--- src/rtl/des_pkg.sv ---
// -----------------------------------------------------------------------------
// des_pkg
// Shared DES constants and helpers for the bridge's DES engines:
//   - FSM state enum of the iterative decryption core
//   - IP, FP, E, P, PC1 and PC2 index tables (1-based DES bit numbers)
//   - S-box contents, flattened as row*16 + column
//   - per-round right-rotation schedule of the reverse key schedule
//   - permutation, S-box, rotation and key-parity helper functions
// All vectors use DES numbering: index 0 is DES bit 1, the MSB.
// -----------------------------------------------------------------------------
package des_pkg;

    typedef enum logic [1:0] {
        IDLE  = 2'd0,
        ROUND = 2'd1,
        DONE  = 2'd2
    } des_state_e;

    localparam int IP_T [64] = '{
        58, 50, 42, 34, 26, 18, 10,  2, 60, 52, 44, 36, 28, 20, 12,  4,
        62, 54, 46, 38, 30, 22, 14,  6, 64, 56, 48, 40, 32, 24, 16,  8,
        57, 49, 41, 33, 25, 17,  9,  1, 59, 51, 43, 35, 27, 19, 11,  3,
        61, 53, 45, 37, 29, 21, 13,  5, 63, 55, 47, 39, 31, 23, 15,  7
    };

    localparam int FP_T [64] = '{
        40,  8, 48, 16, 56, 24, 64, 32, 39,  7, 47, 15, 55, 23, 63, 31,
        38,  6, 46, 14, 54, 22, 62, 30, 37,  5, 45, 13, 53, 21, 61, 29,
        36,  4, 44, 12, 52, 20, 60, 28, 35,  3, 43, 11, 51, 19, 59, 27,
        34,  2, 42, 10, 50, 18, 58, 26, 33,  1, 41,  9, 49, 17, 57, 25
    };

    localparam int E_T [48] = '{
        32,  1,  2,  3,  4,  5,  4,  5,  6,  7,  8,  9,
         8,  9, 10, 11, 12, 13, 12, 13, 14, 15, 16, 17,
        16, 17, 18, 19, 20, 21, 20, 21, 22, 23, 24, 25,
        24, 25, 26, 27, 28, 29, 28, 29, 30, 31, 32,  1
    };

    localparam int P_T [32] = '{
        16,  7, 20, 21, 29, 12, 28, 17,  1, 15, 23, 26,  5, 18, 31, 10,
         2,  8, 24, 14, 32, 27,  3,  9, 19, 13, 30,  6, 22, 11,  4, 25
    };

    localparam int PC1_T [56] = '{
        57, 49, 41, 33, 25, 17,  9,  1, 58, 50, 42, 34, 26, 18,
        10,  2, 59, 51, 43, 35, 27, 19, 11,  3, 60, 52, 44, 36,
        63, 55, 47, 39, 31, 23, 15,  7, 62, 54, 46, 38, 30, 22,
        14,  6, 61, 53, 45, 37, 29, 21, 13,  5, 28, 20, 12,  4
    };

    localparam int PC2_T [48] = '{
        14, 17, 11, 24,  1,  5,  3, 28, 15,  6, 21, 10,
        23, 19, 12,  4, 26,  8, 16,  7, 27, 20, 13,  2,
        41, 52, 31, 37, 47, 55, 30, 40, 51, 45, 33, 48,
        44, 49, 39, 56, 34, 53, 46, 42, 50, 36, 29, 32
    };

    localparam int SBOX [8][64] = '{
        '{14,  4, 13,  1,  2, 15, 11,  8,  3, 10,  6, 12,  5,  9,  0,  7,
           0, 15,  7,  4, 14,  2, 13,  1, 10,  6, 12, 11,  9,  5,  3,  8,
           4,  1, 14,  8, 13,  6,  2, 11, 15, 12,  9,  7,  3, 10,  5,  0,
          15, 12,  8,  2,  4,  9,  1,  7,  5, 11,  3, 14, 10,  0,  6, 13},
        '{15,  1,  8, 14,  6, 11,  3,  4,  9,  7,  2, 13, 12,  0,  5, 10,
           3, 13,  4,  7, 15,  2,  8, 14, 12,  0,  1, 10,  6,  9, 11,  5,
           0, 14,  7, 11, 10,  4, 13,  1,  5,  8, 12,  6,  9,  3,  2, 15,
          13,  8, 10,  1,  3, 15,  4,  2, 11,  6,  7, 12,  0,  5, 14,  9},
        '{10,  0,  9, 14,  6,  3, 15,  5,  1, 13, 12,  7, 11,  4,  2,  8,
          13,  7,  0,  9,  3,  4,  6, 10,  2,  8,  5, 14, 12, 11, 15,  1,
          13,  6,  4,  9,  8, 15,  3,  0, 11,  1,  2, 12,  5, 10, 14,  7,
           1, 10, 13,  0,  6,  9,  8,  7,  4, 15, 14,  3, 11,  5,  2, 12},
        '{ 7, 13, 14,  3,  0,  6,  9, 10,  1,  2,  8,  5, 11, 12,  4, 15,
          13,  8, 11,  5,  6, 15,  0,  3,  4,  7,  2, 12,  1, 10, 14,  9,
          10,  6,  9,  0, 12, 11,  7, 13, 15,  1,  3, 14,  5,  2,  8,  4,
           3, 15,  0,  6, 10,  1, 13,  8,  9,  4,  5, 11, 12,  7,  2, 14},
        '{ 2, 12,  4,  1,  7, 10, 11,  6,  8,  5,  3, 15, 13,  0, 14,  9,
          14, 11,  2, 12,  4,  7, 13,  1,  5,  0, 15, 10,  3,  9,  8,  6,
           4,  2,  1, 11, 10, 13,  7,  8, 15,  9, 12,  5,  6,  3,  0, 14,
          11,  8, 12,  7,  1, 14,  2, 13,  6, 15,  0,  9, 10,  4,  5,  3},
        '{12,  1, 10, 15,  9,  2,  6,  8,  0, 13,  3,  4, 14,  7,  5, 11,
          10, 15,  4,  2,  7, 12,  9,  5,  6,  1, 13, 14,  0, 11,  3,  8,
           9, 14, 15,  5,  2,  8, 12,  3,  7,  0,  4, 10,  1, 13, 11,  6,
           4,  3,  2, 12,  9,  5, 15, 10, 11, 14,  1,  7,  6,  0,  8, 13},
        '{ 4, 11,  2, 14, 15,  0,  8, 13,  3, 12,  9,  7,  5, 10,  6,  1,
          13,  0, 11,  7,  4,  9,  1, 10, 14,  3,  5, 12,  2, 15,  8,  6,
           1,  4, 11, 13, 12,  3,  7, 14, 10, 15,  6,  8,  0,  5,  9,  2,
           6, 11, 13,  8,  1,  4, 10,  7,  9,  5,  0, 15, 14,  2,  3, 12},
        '{13,  2,  8,  4,  6, 15, 11,  1, 10,  9,  3, 14,  5,  0, 12,  7,
           1, 15, 13,  8, 10,  3,  7,  4, 12,  5,  6, 11,  0, 14,  9,  2,
           7, 11,  4,  1,  9, 12, 14,  2,  0,  6, 10, 13, 15,  3,  5,  8,
           2,  1, 14,  7,  4, 10,  8, 13, 15, 12,  9,  0,  3,  5,  6, 11}
    };

    // Rounds (counter index, left to right) whose C/D rotation is one place;
    // all others rotate by two. This undoes the forward left-shift schedule
    // walked backwards from C16D16.
    localparam logic [0:15] ROT1_MASK = 16'b1000_0001_0000_0010;

    function automatic logic [0:63] des_ip(input logic [0:63] x);
        logic [0:63] y;
        y = '0;
        for (int i = 0; i < 64; i++) y[6'(i)] = x[6'(IP_T[i] - 1)];
        return y;
    endfunction

    function automatic logic [0:63] des_fp(input logic [0:63] x);
        logic [0:63] y;
        y = '0;
        for (int i = 0; i < 64; i++) y[6'(i)] = x[6'(FP_T[i] - 1)];
        return y;
    endfunction

    function automatic logic [0:47] des_e(input logic [0:31] x);
        logic [0:47] y;
        y = '0;
        for (int i = 0; i < 48; i++) y[6'(i)] = x[5'(E_T[i] - 1)];
        return y;
    endfunction

    function automatic logic [0:31] des_p(input logic [0:31] x);
        logic [0:31] y;
        y = '0;
        for (int i = 0; i < 32; i++) y[5'(i)] = x[5'(P_T[i] - 1)];
        return y;
    endfunction

    function automatic logic [0:55] des_pc1(input logic [0:63] x);
        logic [0:55] y;
        y = '0;
        for (int i = 0; i < 56; i++) y[6'(i)] = x[6'(PC1_T[i] - 1)];
        return y;
    endfunction

    function automatic logic [0:47] des_pc2(input logic [0:55] x);
        logic [0:47] y;
        y = '0;
        for (int i = 0; i < 48; i++) y[6'(i)] = x[6'(PC2_T[i] - 1)];
        return y;
    endfunction

    // Outer bits (first, last) select the row, inner four the column.
    function automatic logic [3:0] sbox_lookup(input int box, input logic [0:5] six);
        logic [5:0] idx;
        idx = {six[0], six[5], six[1:4]};
        return 4'(SBOX[box][idx]);
    endfunction

    function automatic logic [0:27] ror28(input logic [0:27] x, input logic by_one);
        return by_one ? {x[27], x[0:26]} : {x[26:27], x[0:25]};
    endfunction

    // A key byte is good when it holds an odd number of ones.
    function automatic logic key_parity_bad(input logic [0:63] k);
        logic bad;
        bad = 1'b0;
        for (int b = 0; b < 8; b++) bad = bad | ~(^k[b*8 +: 8]);
        return bad;
    endfunction

endpackage

--- src/rtl/des_decrypt_core_round_f.sv ---
// -----------------------------------------------------------------------------
// des_round_f
// Combinational DES round function f(R, K) = P(S(E(R) ^ K)). Shared with the
// encrypting codec, so it carries no clock and no key-order knowledge.
// Ports:
//   r  in  [0:31]  right half of the Feistel state
//   k  in  [0:47]  round subkey
//   f  out [0:31]  round function output
// -----------------------------------------------------------------------------
module des_round_f
    import des_pkg::*;
(
    input  logic [0:31] r,
    input  logic [0:47] k,
    output logic [0:31] f
);

    logic [0:47] x;
    logic [0:31] s_out;

    always_comb begin
        x     = des_e(r) ^ k;
        s_out = '0;
        for (int s = 0; s < 8; s++) begin
            s_out[s*4 +: 4] = sbox_lookup(s, x[s*6 +: 6]);
        end
        f = des_p(s_out);
    end

endmodule

--- src/rtl/des_decrypt_core.sv ---
// -----------------------------------------------------------------------------
// des_decrypt_core
// Iterative single-DES decryption: one block accepted, 16 rounds at one per
// clock with subkeys K16..K1 produced by rotating C/D right, result held
// until the consumer takes it.
// Ports:
//   clk, rst_n      clock, asynchronous active-low reset
//   in_valid/ready  input handshake; in_data = ciphertext, in_key = 64-bit key
//   out_valid/ready output handshake; out_data = plaintext
//   key_parity_err  odd-parity failure of the accepted key (CHECK_PARITY=1)
//   busy            block in flight or awaiting output handshake
// -----------------------------------------------------------------------------
module des_decrypt_core
    import des_pkg::*;
#(
    parameter bit CHECK_PARITY = 1'b0
) (
    input  logic        clk,
    input  logic        rst_n,
    input  logic        in_valid,
    output logic        in_ready,
    input  logic [0:63] in_data,
    input  logic [0:63] in_key,
    output logic        out_valid,
    input  logic        out_ready,
    output logic [0:63] out_data,
    output logic        key_parity_err,
    output logic        busy
);

    des_state_e  state_q, state_d;
    logic [0:31] l_q, l_d, r_q, r_d;
    logic [0:27] c_q, c_d, d_q, d_d;
    logic [3:0]  cnt_q, cnt_d;
    logic        perr_q, perr_d;

    logic [0:47] subkey;
    logic [0:31] f_val;
    logic        accept;

    assign accept = in_valid && (state_q == IDLE);
    assign subkey = des_pc2({c_q, d_q});

    des_round_f u_round_f (
        .r (r_q),
        .k (subkey),
        .f (f_val)
    );

    always_ff @(posedge clk or negedge rst_n) begin
        if (!rst_n) begin
            state_q <= IDLE;
            l_q     <= '0;
            r_q     <= '0;
            c_q     <= '0;
            d_q     <= '0;
            cnt_q   <= '0;
            perr_q  <= 1'b0;
        end else begin
            state_q <= state_d;
            l_q     <= l_d;
            r_q     <= r_d;
            c_q     <= c_d;
            d_q     <= d_d;
            cnt_q   <= cnt_d;
            perr_q  <= perr_d;
        end
    end

    always_comb begin
        state_d = state_q;
        unique case (state_q)
            IDLE:    if (in_valid) state_d = ROUND;
            ROUND:   if (cnt_q == 4'd15) state_d = DONE;
            DONE:    if (out_ready) state_d = IDLE;
            default: state_d = IDLE;
        endcase
    end

    always_comb begin
        l_d    = l_q;
        r_d    = r_q;
        c_d    = c_q;
        d_d    = d_q;
        cnt_d  = cnt_q;
        perr_d = perr_q;
        if (accept) begin
            {l_d, r_d} = des_ip(in_data);
            // C16D16 equals C0D0, so the first decryption subkey (K16)
            // comes straight from PC1 with no rotation.
            {c_d, d_d} = des_pc1(in_key);
            cnt_d      = '0;
            perr_d     = CHECK_PARITY && key_parity_bad(in_key);
        end else if (state_q == ROUND) begin
            l_d   = r_q;
            r_d   = l_q ^ f_val;
            c_d   = ror28(c_q, ROT1_MASK[cnt_q]);
            d_d   = ror28(d_q, ROT1_MASK[cnt_q]);
            // Saturate so the counter never wraps even if held in ROUND.
            cnt_d = (cnt_q == 4'd15) ? cnt_q : cnt_q + 4'd1;
        end
    end

    always_comb begin
        // in_ready is forced low while reset is held even though the
        // state register already reads IDLE.
        in_ready       = rst_n && (state_q == IDLE);
        out_valid      = (state_q == DONE);
        busy           = (state_q == ROUND) || (state_q == DONE);
        out_data       = '0;
        key_parity_err = 1'b0;
        if (state_q == DONE) begin
            // Final swap undone: preoutput is R16 followed by L16.
            out_data       = des_fp({r_q, l_q});
            key_parity_err = perr_q;
        end
    end

endmodule

--- config.mk ---
export PLATFORM = sky130hd
export DESIGN_NAME = des_decrypt_core
export DESIGN_NICKNAME = d
export VERILOG_FILES = /design/src/rtl/des_pkg.sv /design/src/rtl/des_decrypt_core_round_f.sv /design/src/rtl/des_decrypt_core.sv
export SDC_FILE = /design/constraint.sdc
export NUM_CORES = 1
export LEC_CHECK = 0
export BUFFER_PORTS_ARGS = -buffer_cell sky130_fd_sc_hd__buf_2
export CAP_MARGIN = 20
export CORE_MARGIN = 5
export CORE_UTILIZATION = 40
export DETAILED_ROUTE_END_ITERATION = 12
export GPL_ROUTABILITY_DRIVEN = 0
export PLACE_DENSITY = 0.75
export SYNTH_ARGS = -nofsm -noshare
export SYNTH_HDL_FRONTEND = slang
export SYNTH_HIERARCHICAL = 1
export SYNTH_SLANG_ARGS = --single-unit
--- constraint.sdc ---
create_clock -name clk -period 3 [get_ports clk]
set_clock_uncertainty 0.2 [all_clocks]
set_input_delay 0.3 -clock clk [delete_from_list [all_inputs] [get_ports clk]]
set_output_delay 0.3 -clock clk [all_outputs]
set_load 0.03 [all_outputs]
== Yosys cells after proc, flatten, opt, wreduce, memory -nomap -nowiden ==
Memories as Yosys holds them, arrays and structs flattened.
Cells that the tools add are included.
W data, S select, Z words.
Operators by class
  add/subtract/negate cells: 1
  magnitude comparators: 5
  equal/unequal tests: 7
  multiplexer cells: 28
  bitwise operators: 7
  reductions and logical operators: 7
Operators with widths (number)
  $mux W28: 6
  $mux W32: 4
  $mux W64: 1
  $xor A48 B48 Y48: 1
  $xor A32 B32 Y32: 1
  $ge A7 B7 Y1 const B: 4
  $mux W4: 7
  $not A6 Y7: 4
  $mux W2: 5
  $mux W3: 2
  $pmux W2 S3: 1
  $ge A5 B5 Y1 const B: 1
  $not A4 Y5: 1
  $add A4 B1 Y4 const B: 1
  $eq A4 B4 Y1 const B: 1
  $ne A2 B1 Y1 const B: 2
  $ne A2 B2 Y1 const B: 2
  $reduce_and A3 Y1: 1
  $eq A2 B1 Y1 const B: 1
  $eq A2 B2 Y1 const B: 1
  $logic_and A1 B1 Y1: 2
  $logic_not A2 Y1: 1
  $mux W1: 2
  $reduce_and A2 Y1: 1
  other kinds (2): 2
Word-level totals
  bits in registers: 126
  memory bits (read-only): 8208
  input bits: 132
  output and inout bits: 68
  logic and storage cells: 66
  memories kept: 5
Memory list
  (no name shown): words 64, width 32, read ports 1, clocked after Yosys merged registers in 0, wr ports 0, RTL line des_pkg.sv:145  | return 4'(SBOX[box][idx]);
  (no name shown): words 64, width 32, read ports 1, clocked after Yosys merged registers in 0, wr ports 0, RTL line des_pkg.sv:145
  (no name shown): words 64, width 32, read ports 1, clocked after Yosys merged registers in 0, wr ports 0, RTL line des_pkg.sv:145
  (no name shown): words 64, width 32, read ports 1, clocked after Yosys merged registers in 0, wr ports 0, RTL line des_pkg.sv:145
  (no name shown): words 16, width 1, read ports 1, clocked after Yosys merged registers in 0, wr ports 0, RTL line des_decrypt_core.sv:98  | d_d = ror28(d_q, ROT1_MASK[cnt_q]);

== Logic depth before layout (Yosys ltp) ==
  word-level depth: 8
  mapped depth: 9

== Cells and area by module ==
Netlist, hierarchy kept.
Modules (own cells, without submodules)
  des_decrypt_core: instances 1, cells an instance 703, area each 6586.3 um2, seq. area each 3153.0 um2
  des_round_f: instances 1, cells an instance 165, area each 1221.2 um2, seq. area each 0.0 um2

== Least setup slack after synthesis ==
No wires, ideal clock.
  path type: reg2reg
  start point: register r_q[7] (netlist name)
  end point: register r_q[12] (netlist name)
  arrival time: 2.394 ns
  required time: 2.706 ns
  setup slack: 0.312 ns
  cell stages (with the launch flop): 9
  path buffers: 0
  clock period less this slack: 2.688 ns
  cells stage by stage: dfrtp_1 -> xor2_1 -> inv_1 -> ha_1 -> nor3_1 -> a211o_1 -> mux4_2 -> xnor2_1 -> a211oi_1
Between the ends
  word-level cells in the longest chain between the ends: 8
RTL lines
  start, declared: RTL line des_decrypt_core.sv:32  | logic [0:31] l_q, l_d, r_q, r_d;
  start signal, assigned: RTL line des_decrypt_core.sv:62  | r_q <= r_d;
  $xor A48 B48 Y48: RTL line des_decrypt_core_round_f.sv:22  | x = des_e(r) ^ k;
  $not A6 Y7 (not written as such): RTL line des_pkg.sv:145
  $mem_v2 Z64 W32
  $mux W4 (not written as such) (2 in a row): RTL line des_pkg.sv:145
  net f_val (one bit): RTL line des_decrypt_core.sv:38  | logic [0:31] f_val;
  $xor A32 B32 Y32: RTL line des_decrypt_core.sv:96  | r_d = l_q ^ f_val;
  $mux W32: RTL line des_decrypt_core.sv:94  | end else if (state_q == ROUND) begin
  $mux W32: RTL line des_decrypt_core.sv:87  | if (accept) begin
The timed path passes the listed nets, and every way through them passes these cells. The select of a mux whose other input is x is not followed.
A chain may end at the register's enable or synchronous reset.

== Final worst setup path ==
Same ends and word-level chain as after synthesis.

==> summary.md <==
| Metric | Value |
|---|---|
| Status | `finished, final reports clean` |
| Initial antenna violation count | `0` |
| Die width | `131 um` |
| R2r endpoint | `r_q[12]` |
| I/O pins | `200` |
| H-tree depth | `3` |
| Worst reg-to-reg path cell count | `8` |
| Initial Util | `40.4%` |
| Power Density | `1300 nW/um2` |
| Die Ht | `131 um` |
| Relative slew slack | `54.4%` |
| CTS tree | `built` |
| Static Leakage | `2.91 nW` |
| Flop2flop setup slack | `0.32 ns` |
| Setup bufs post-CTS | `0` |
| CP Cell Sequence | `xor2_1, inv_1, ha_1, nor3_1, a211o_1, mux4_2, xnor2_1, a211oi_1` |
| Critical path's slowest cell | `mux4_2` |
| Comb power frac | `60.7%` |
| Clk Latency, worst-skew pair | `0.34 ns` |
| Routed wire length | `11800 um` |
| Switching portion of total power | `46.4%` |
| Crit path kind | `flop to flop` |
| ANT cells | `0` |
| CP required | `3.04 ns` |
| Congestion Overflow GR | `0` |
| Global Route Usage Sum | `14.1%` |
| Dpl hpwl | `8220 um` |
| Worst hold endpoint | `l_q[5]` |
| Arrival @ worst endpoint | `2.72 ns` |
| CTS root buffer | `clkbuf_16` |
| Design area | `6430 um2` |
| VDD IR max | `0.000833 V` |
| Max FO, Critical Path | `5` |
| Fin Setup TNS | `0 ns` |
| Worst hold path type | `input pin to flop` |
| First-pass GRT wire length | `19700 um` |
| Area grow syn2layout | `10.6%` |
| Port buffer count | `50` |
| Via density | `4.97` |
| Period utilization | `89.3%` |
| Fmax | `0.373 GHz` |
| Vias in the first global route | `4065` |
| Count of pins over their slew limit | `0` |
| Slew @ Worst Pin | `0.680 ns` |
| Mapped Cells | `655` |
| Hold Slack | `0.00523 ns` |
| Pint | `4.48 mW` |
| # rows | `44` |
| Max-cap violations | `0` |
| Ys Warns | `6` |
| Critical path endpoint category | `flop` |
| Unrepaired setup endpoints after global routing | `no` |
| Largest net degree at the start of global routing | `63` |
| Kind of cell adding the most delay to the critical path | `compound AO/OA/AOI/OAI gates` |
| # fillers | `1356` |
| Num CTS Buffers | `9` |
| Switch Pwr | `3.88 mW` |
| Worst R2R Start | `r_q[7]` |
| WL per Instance | `13.3 um` |
| Drt drc | `0` |
| Seq pwr share | `26.1%` |
| Fraction of layout cells with a size suffix above 1 | `13.4%` |
| Post-Syn Area | `5810 um2` |
| Buf+Inv Stages, Crit Path | `1` |
| Detailed Route Iter0 Violations | `344` |
| Hold wc startpoint | `in_data[17]` |
| Via Count | `4412` |
| FF/Latch Area | `2050 um2` |
| Multi-input gate area | `3260 um2` |
| Final setup vio count | `0` |
| CP startpoint kind | `flop` |
| Drt pass-1 iters | `5` |
| Tmin final | `2.68 ns` |
| Area after DPL | `5970 um2` |
| Clk sinks | `82` |
| ANT nets after route | `0` |
| Die footprint | `17000 um2` |
| Clock buffer depth | `2` |
| Final Hold Fails | `0` |
| Nets | `858` |
| Clk pwr share | `13.2%` |
| Core footprint | `14400 um2` |
| Syn_area_per_cell | `8.87 um2` |
| Hold path depth | `3` |
| Critical Path Max Stage Delay | `0.50 ns` |
| Clk slew on worst S/H paths | `0.06 ns` |
[power by group through the flow]
stage	Combinational, mW	Sequential (mW)	Clock, mW
2_1_floorplan	4.30	1.99	0
3_3_place_gp	4.92	2.18	0
3_5_place_dp	5.04	2.20	0
4_1_cts	5.08	2.19	1.12
5_1_grt	5.72	2.26	1.18
6_report	5.07	2.18	1.10
[registers in the layout (all words and copies together), names as in the netlist]
register  count
cnt_q         4
r_q          24
l_q          24
state_q       2
c_q          28
[final cells by class]
class                           instances  share of cell area (%)
Clock inverter                          7                    1.05
Tap cell                              184                    3.58
Multi-Input combinational cell        511                    50.7
Sequential cell                        82                    31.9
Clock buffer                            9                    3.50
Inverter                               16                   0.935
Timing Repair Buffer                   79                    8.33
[metal layers]
layer,wire (um),vias to the layer above,global-route usage (%),share of wire (%)
li1,-,2198,-,-
met5,0,-,0,0
met2,5790,101,23.4,49
met4,291,0,5.38,2.5
met1,5170,2089,18.4,44
met3,549,24,2.64,4.7
[per-stage QoR]
stage	util, %	worst slack, ns	instances	total power [mW]
2_1_floorplan	-	0.312	719	6.29
3_3_place_gp	41.6	0.385	856	7.10
3_5_place_dp	41.6	0.317	856	7.24
4_1_cts	44.7	0.298	888	8.39
5_1_grt	44.7	0.116	888	9.16
6_report	44.7	0.320	888	8.35
[repair_timing]
item	in CTS	in global routing
endpoints found under the hold margin	58	0
hold buffers	16	0
setup endpoints to repair	0	0
gates resized for setup	0	0
[tightest hold or removal path: stages]
cell and delay [ns]:
buf_2 0.07, nand2_1 0.05, o21ai_0 0.08
[placed cells by master, fill, tap and decap left out, types with 3 or more instances in the layout]
| master | count |
|---|---|
| nand2_1 | 82 |
| a221oi_2 | 8 |
| dlygate4sd3_1 | 16 |
| o21ai_1 | 8 |
| a221oi_1 | 4 |
| nor3_1 | 8 |
| ha_1 | 26 |
| clkbuf_16 | 9 |
| nand3_1 | 5 |
| inv_1 | 16 |
| o21ai_0 | 50 |
| o211ai_1 | 4 |
| mux2i_1 | 26 |
| clkinv_2 | 4 |
| mux4_2 | 3 |
| xor2_1 | 16 |
| a211oi_1 | 24 |
| xnor2_1 | 43 |
| buf_4 | 12 |
| and2_1 | 32 |
| nor2_1 | 43 |
| a21oi_1 | 21 |
| a31oi_1 | 19 |
| conb_1 | 66 |
| buf_2 | 49 |
| dfrtp_1 | 82 |
[worst max-delay path by stage]
stage	startpoint	end	slack [ns]	cells after the start
after detailed placement	c_q[5]	r_q[12]	0.32	7
after global placement	c_q[5]	r_q[12]	0.39	7
after CTS	c_q[5]	r_q[12]	0.30	7
after global routing	r_q[7]	r_q[12]	0.12	8
after floorplan	r_q[7]	r_q[12]	0.31	8
final	r_q[7]	r_q[12]	0.32	8
Note: power is estimated with default switching activity, not from simulation.
